File: config.mk
export PLATFORM = sky130hd
export DESIGN_NAME = uart_tx_ctrl
export DESIGN_NICKNAME = d
export VERILOG_FILES = /design/src/rtl/uart_tx_ctrl.sv
export SDC_FILE = /design/constraint.sdc
export NUM_CORES = 1
export LEC_CHECK = 0
export CAP_MARGIN = 25
export CORE_MARGIN = 2
export CORE_UTILIZATION = 49
export CTS_BUF_LIST = sky130_fd_sc_hd__clkbuf_4 sky130_fd_sc_hd__clkbuf_8 sky130_fd_sc_hd__clkbuf_16
export CTS_CLUSTER_DIAMETER = 200
export DETAILED_ROUTE_END_ITERATION = 12
export GPL_TIMING_DRIVEN = 0
export PLACE_DENSITY = 0.82
export SYNTH_ARGS = -nofsm -noshare
export SYNTH_HDL_FRONTEND = slang
export SYNTH_SLANG_ARGS = --single-unit
File: constraint.sdc
create_clock -name clk -period 4.4 [get_ports clk]
set_clock_uncertainty 0.05 [all_clocks]
set_input_delay 0.88 -clock clk [delete_from_list [all_inputs] [get_ports clk]]
set_output_delay 0.88 -clock clk [all_outputs]
set_load 0.01 [all_outputs]
File: src/rtl/uart_tx_ctrl.sv
// UART transmit sequencer: frames a byte as start/data/stop and paces an
// external shift register (which holds the frame and drives the TX line).
//
// state | meaning
// IDLE  | line idle high, ready to accept a byte
// SEND  | frame in progress, one shift per CLK_DIV cycles
module uart_tx_ctrl #(
  parameter int DATA_BITS = 8,
  parameter int CLK_DIV   = 434
) (
  input  logic                 clk,
  input  logic                 rst_n,
  input  logic                 tx_valid,
  input  logic [DATA_BITS-1:0] tx_data,
  output logic                 tx_ready,
  output logic                 busy,
  output logic                 frame_done,
  output logic                 sr_load,
  output logic                 sr_shift_en,
  output logic [DATA_BITS+1:0] sr_data
);

  localparam int FRAME_W = DATA_BITS + 2;
  localparam int BAUD_W  = $clog2(CLK_DIV);
  localparam int BIT_W   = $clog2(FRAME_W);

  typedef enum logic {IDLE, SEND} state_t;

  state_t            state;
  logic [BAUD_W-1:0] baud_cnt;
  logic [BIT_W-1:0]  bit_cnt;
  logic              baud_last;
  logic              bit_last;

  assign baud_last = (baud_cnt == BAUD_W'(CLK_DIV - 1));
  assign bit_last  = (bit_cnt == BIT_W'(FRAME_W - 1));

  assign tx_ready    = (state == IDLE);
  assign busy        = (state == SEND);
  assign sr_load     = tx_valid & tx_ready;
  assign sr_shift_en = busy & baud_last;
  assign frame_done  = sr_shift_en & bit_last;
  // Stop bit on top, start bit at the LSB so the register shifts it out first.
  assign sr_data     = {1'b1, tx_data, 1'b0};

  always_ff @(posedge clk or negedge rst_n) begin
    if (!rst_n) begin
      state    <= IDLE;
      baud_cnt <= '0;
      bit_cnt  <= '0;
    end else begin
      case (state)
        IDLE: begin
          if (sr_load) begin
            state    <= SEND;
            baud_cnt <= '0;
            bit_cnt  <= '0;
          end
        end
        SEND: begin
          if (baud_last) begin
            baud_cnt <= '0;
            if (bit_last) begin
              state   <= IDLE;
              bit_cnt <= '0;
            end else begin
              bit_cnt <= bit_cnt + 1'b1;
            end
          end else begin
            baud_cnt <= baud_cnt + 1'b1;
          end
        end
        default: begin
          state    <= IDLE;
          baud_cnt <= '0;
          bit_cnt  <= '0;
        end
      endcase
    end
  end

endmodule

==> impl_metrics.json, run 1 <==
{
  "clock_sinks": 14,
  "tightest_slew_ps": 660,
  "firstDrtPassIters": 2,
  "power.switching_uw": 143,
  "hold_path_class": "register to register",
  "area_growth_pct": 24.8,
  "initial_utilization_pct": 51.4,
  "pin_count": 26,
  "cts_root_buf": "clkbuf_4",
  "avgSynthCellArea_um2": 8.95,
  "slew_headroom_pct": 55.8,
  "die_w_um": 46.3,
  "die_area_mm2": 0.00214,
  "synth.largest_area_cell": "dfrtp_1",
  "portBuffers": 15,
  "routedWlPerCell_um": 12.0,
  "via_per_inst": 5.25,
  "n_antenna_cell": 0,
  "syn_nets": 113,
  "grt_use_total_pct": 17.1,
  "synthFlopType": "dfrtp_1",
  "min_period_ps": 3160,
  "postCtsHoldBufs": 0,
  "core_mm2": 0.00171,
  "post-route-period-util_pct": 71.9,
  "p_leak_uw": 0.000506,
  "hpwl_um": 1280,
  "fin_tns_setup_ps": 0,
  "fmax_mhz": 316,
  "grt_max_degree": 15,
  "crit_slowest_cell": "clkdlybuf4s50_1",
  "initialDrtViolationCount": 12,
  "final_common_cell": "clkdlybuf4s50_1",
  "htree_num_levels": 1,
  "cts_setup_buffers": 0,
  "drtAntennaViolNets": 0,
  "synthArstFlopShare_pct": 100,
  "worst-endpoint-arrival_ps": 2230,
  "ys_warn_count": 0,
  "antenna_found_initial": 0,
  "reg2reg_slack_ps": 2680,
  "max_cap_violations": 0,
  "peakVddDrop_mv": 0.223,
  "drc": 0,
  "totalWireLength_um": 1700,
  "fin_util_pct": 64.1,
  "drive_above_1_share_pct": 16.2,
  "rsz0062_at_grt": "no",
  "grt_pass1_wl_um": 2600,
  "clk_pin_slew_ps": 90,
  "grt_pass1_vias": 649,
  "worstSkewPairLatency_ps": 280,
  "max_stage_delay_ps": 590,
  "setup_viol": 0,
  "crit_fanout": 6,
  "vias": 745,
  "synth_cell_types": 32,
  "cp-end-kind": "primary output",
  "critPathLaunchType": "register",
  "overflow": 0,
  "ys_ff_latch": 14,
  "syn_area_um2": 877,
  "p_sw_share_pct": 33.6,
  "outcome": "completed",
  "synth_edf_count": 0,
  "clock_path_buffers": 2,
  "p_clk_share_pct": 21.9,
  "die_h_um": 46.3,
  "cpLargestDelayFamily": "simple AND/OR/NAND/NOR gates",
  "p_comb_share_pct": 25.8,
  "gp_congestion": 0.840,
  "power_frac_seq_pct": 52.3,
  "synthTopCellsByArea": "dfrtp_1, buf_4, ha_1",
  "crit_buf_inv": 2,
  "p_per_area_mw_per_mm2": 389,
  "final_nets": 133,
  "worstSetupPathType": "register to primary output",
  "netlist.area_leader.share_pct": 39.9,
  "cp.required_ps": 3470,
  "cts_tree": "yes",
  "cts_resized": 0,
  "cts_buffers": 3,
  "power.internal_uw": 283,
  "final_cell_mix": "clkdlybuf4s50_1, dfrtp_1, nand2_1",
  "row_count": 15,
  "drv_slew": 0,
  "cp_cell_sequence": "inv_1 > ha_1 > and4bb_4 > nand3_1 > nor3_1 > clkdlybuf4s50_1",
  "hold_violations": 0,
  "synth-seq-area-share_pct": 39.9,
  "synthCells": 98
}
## synthesized netlist by cell type (2+ instances only)
| cell type | instances |
|---|---|
| nand2_1 | 11 |
| o21ai_0 | 7 |
| ha_1 | 4 |
| dfrtp_1 | 14 |
| inv_1 | 5 |
| or3_1 | 3 |
| nand3_1 | 10 |
| o22ai_1 | 2 |
| conb_1 | 2 |
| a21o_1 | 3 |
| a21oi_1 | 2 |
| o31ai_1 | 2 |
| nor2_1 | 5 |
| buf_4 | 10 |
## registers in the layout, summed over array words and instances, names as in the netlist
name	cells
baud_cnt	9
bit_cnt	4
busy	1
## cell type report
| cell class | count | area, um2 |
|---|---|---|
| clock buffer | 4 | 36.3 |
| inverter | 5 | 18.8 |
| sequential | 14 | 350 |
| fill | 139 | 613 |
| tap | 25 | 31.3 |
| buffer | 12 | 91.3 |
| timing repair buffer | 15 | 150 |
| multi-input combinational | 67 | 417 |
## through the flow
step                setup WS, ps  power, uW  instance area (um2)  cells  hold slack (ps)
CTS                         1230        429                 1090    142              503
global placement            1350        326                 1060    138              470
detailed placement          1360        335                 1060    138              482
floorplan                   2120        297                  877     98              446
global route                1090        458                 1090    142              555
finish                      1240        426                 1090    142              498
## routing by layer
layer,up-vias,track usage [%],wire (um)
met1,343,20.6,787
met3,4,3.53,67
met4,0,9.71,30
met2,22,28.1,814
met5,-,0,0
li1,376,-,-
## final timing paths
kind	from	endpoint	depth (start not counted)
hold / removal	baud_cnt[1]	baud_cnt[1]	2
max in group asynchronous	rst_n	bit_cnt[1]	1
hold reg to reg	baud_cnt[1]	baud_cnt[1]	2
min in group asynchronous	rst_n	baud_cnt[5]	1
setup / recovery	baud_cnt[1]	frame_done	6
setup reg to reg	baud_cnt[0]	baud_cnt[6]	6
## power by group through the flow
stage | logic, uW | clock network, uW | registers [uW]
3_5_place_dp | 110 | 0 | 225
2_1_floorplan | 85.2 | 0 | 211
6_report | 110 | 93.3 | 223
3_3_place_gp | 105 | 0 | 222
5_1_grt | 124 | 102 | 231
4_1_cts | 112 | 95.0 | 222
## logic make-up (layout without fill, tap and decap cells)
group           Yosys count  in the layout  share of synthesized area [%]
simple gates             40             40                           25.1
compound gates           20             20                           14.8
buf+inv                  17             36                           12.6
flops                    14             14                           39.9
fa+ha+maj                 4              4                           5.71
other cells               2              2                          0.856
xor+xnor                  1              1                          0.999
## worst min-delay path: stages, from the launching register on
cell and delay [ps]:
dfrtp_1 390, nand2_1 60, o21ai_0 70
Note: power is estimated with default switching activity, not from simulation.
==> run 2: changes to the inputs <==
CORE_UTILIZATION = 46   (was 49)
PLACE_DENSITY = 0.77   (was 0.82)
clock period = 3.1 ns   (was 4.4 ns; I/O delays follow)
==> run 2 against run 1 <==
Net effect:
- first-iteration DRC count grew 8.3%
- critical endpoint unchanged
- worst setup slack lost 1000 ps
- non-clock buffer count is the same
- clock-buffer cell count shrank 1
- die area grew 5.9%
- largest cell class unchanged
- cell area shrank 1.3%
- worst hold slack gained 15 ps
- clock power grew 8%
- sequential share of layout area grew 0.41 points
- final cell count shrank 0.70%
==> impl_metrics.json, run 2 (synthesis gave the netlist of run 1 again) <==
{
  "outcome": "completed",
  "p_leak_uw": 0.000498,
  "initialDrtViolationCount": 13,
  "critPathLaunchType": "register",
  "crit_fanout": 6,
  "worstSkewPairLatency_ps": 280,
  "htree_num_levels": 1,
  "post_dp_cell_area_mm2": 0.00106,
  "rsz0062_at_grt": "no",
  "p_per_area_mw_per_mm2": 534,
  "drv_slew": 0,
  "finalHoldWorstSlack_ps": 513,
  "pin_count": 26,
  "die_area_mm2": 0.00227,
  "initial_utilization_pct": 49.7,
  "startpoint": "baud_cnt[1]",
  "area_growth_pct": 23.3,
  "die_h_um": 47.7,
  "rr_worst_depth": 6,
  "postCtsHoldBufs": 0,
  "max_cap_violations": 0,
  "core_mm2": 0.00176,
  "crit_slowest_cell": "clkdlybuf4s50_1",
  "r2r-start": "baud_cnt[0]",
  "drc": 0,
  "min-delay-start": "bit_cnt[0]",
  "grt_pass1_vias": 707,
  "hpwl_um": 1350,
  "routedWlPerCell_um": 12.7,
  "via_per_inst": 5.49,
  "die_w_um": 47.7,
  "setup_viol": 0,
  "grt_use_total_pct": 18.5,
  "worstSetupPathType": "register to primary output",
  "row_count": 15,
  "clk_pin_slew_ps": 80,
  "cts_root_buf": "clkbuf_4",
  "clock_path_buffers": 2,
  "antenna_found_initial": 0,
  "design_area_mm2": 0.00108,
  "largest_register": "baud_cnt",
  "grt_pass1_wl_um": 2940,
  "final_common_cell": "clkdlybuf4s50_1",
  "grt_max_degree": 15,
  "n_antenna_cell": 0,
  "slew_headroom_pct": 53.4,
  "fin_util_pct": 61.3,
  "fmax_mhz": 346,
  "largest_reg_flops": 9,
  "worst-endpoint-arrival_ps": 2220,
  "max_stage_delay_ps": 580,
  "r2r-end": "baud_cnt[6]",
  "overflow": 0,
  "hold_path_depth": 1,
  "cts_tree": "yes",
  "final_nets": 133,
  "cts_resized": 0,
  "fillers": 171,
  "portBuffers": 15,
  "reg2reg_slack_ps": 1360,
  "cp_cell_sequence": "inv_1 > ha_1 > and4bb_4 > nand3_1 > nor3_1 > clkdlybuf4s50_1",
  "cp.required_ps": 2430,
  "cp-end-kind": "primary output",
  "min_period_ps": 2890,
  "hold_violations": 0,
  "min_to": "bit_cnt[0]",
  "fin_tns_setup_ps": 0,
  "drive_above_1_share_pct": 15.5,
  "firstDrtPassIters": 4,
  "cpLargestDelayFamily": "simple AND/OR/NAND/NOR gates",
  "cts_buffers": 3,
  "peakVddDrop_mv": 0.288,
  "post-route-period-util_pct": 93.3,
  "vias": 774,
  "drtAntennaViolNets": 0,
  "cts_setup_buffers": 0,
  "crit_buf_inv": 2,
  "clock_sinks": 14,
  "hold_path_class": "register to register",
  "final_cell_mix": "clkdlybuf4s50_1, dfrtp_1, nand2_1",
  "gp_congestion": 0.788,
  "totalWireLength_um": 1790,
  "tightest_slew_ps": 696
}
-- run 2: cell types whose count changed in the layout (fill, tap and decap cells not counted) --
cell      previous run  this run
clkbuf_8             1         0
-- run 2: metal layers --
| layer | GRT usage [%] | share of wire (%) | up-vias | routed length [um] |
|---|---|---|---|---|
| met3 | 2.26 | 5.0 | 5 | 89 |
| met2 | 30.0 | 49 | 31 | 883 |
| met5 | 0 | 0 | - | 0 |
| met4 | 8.11 | 2.0 | 0 | 36 |
| li1 | - | - | 375 | - |
| met1 | 24.9 | 44 | 363 | 783 |
-- run 2: cell type report --
cell class	instances	area (um2)	area share, %
Multi-Input combinational cell	67	417	38.5
Sequential cell	14	350	32.4
Timing Repair Buffer	15	150	13.9
Buffer	12	91.3	8.45
Tap cell	25	31.3	2.89
Clock buffer	3	22.5	2.08
Inverter	5	18.8	1.74
-- run 2: worst max-delay path by stage --
| stage | endpoint | slack, ps | cells after the start |
|---|---|---|---|
| global placement | frame_done | 530 | 6 |
| CTS | frame_done | 200 | 6 |
| detailed placement | frame_done | 510 | 6 |
| floorplan | frame_done | 1080 | 5 |
| finish | frame_done | 210 | 6 |
| global route | frame_done | 100 | 6 |
-- run 2: power breakdown --
part	leakage [uW]	internal [uW]	total, uW	switching (uW)
logic	0.000318	89.0	156	67.0
registers	0.000166	241	320	79.7
clock network	0.0000138	45.0	101	55.6
total	0.000498	375	577	202
-- run 2: per-stage QoR --
stage | cells | setup WS [ps] | power (uW)
global placement | 138 | 525 | 464
CTS | 141 | 198 | 578
detailed placement | 138 | 512 | 478
floorplan | 98 | 1080 | 421
global route | 141 | 96.9 | 623
finish | 141 | 208 | 577
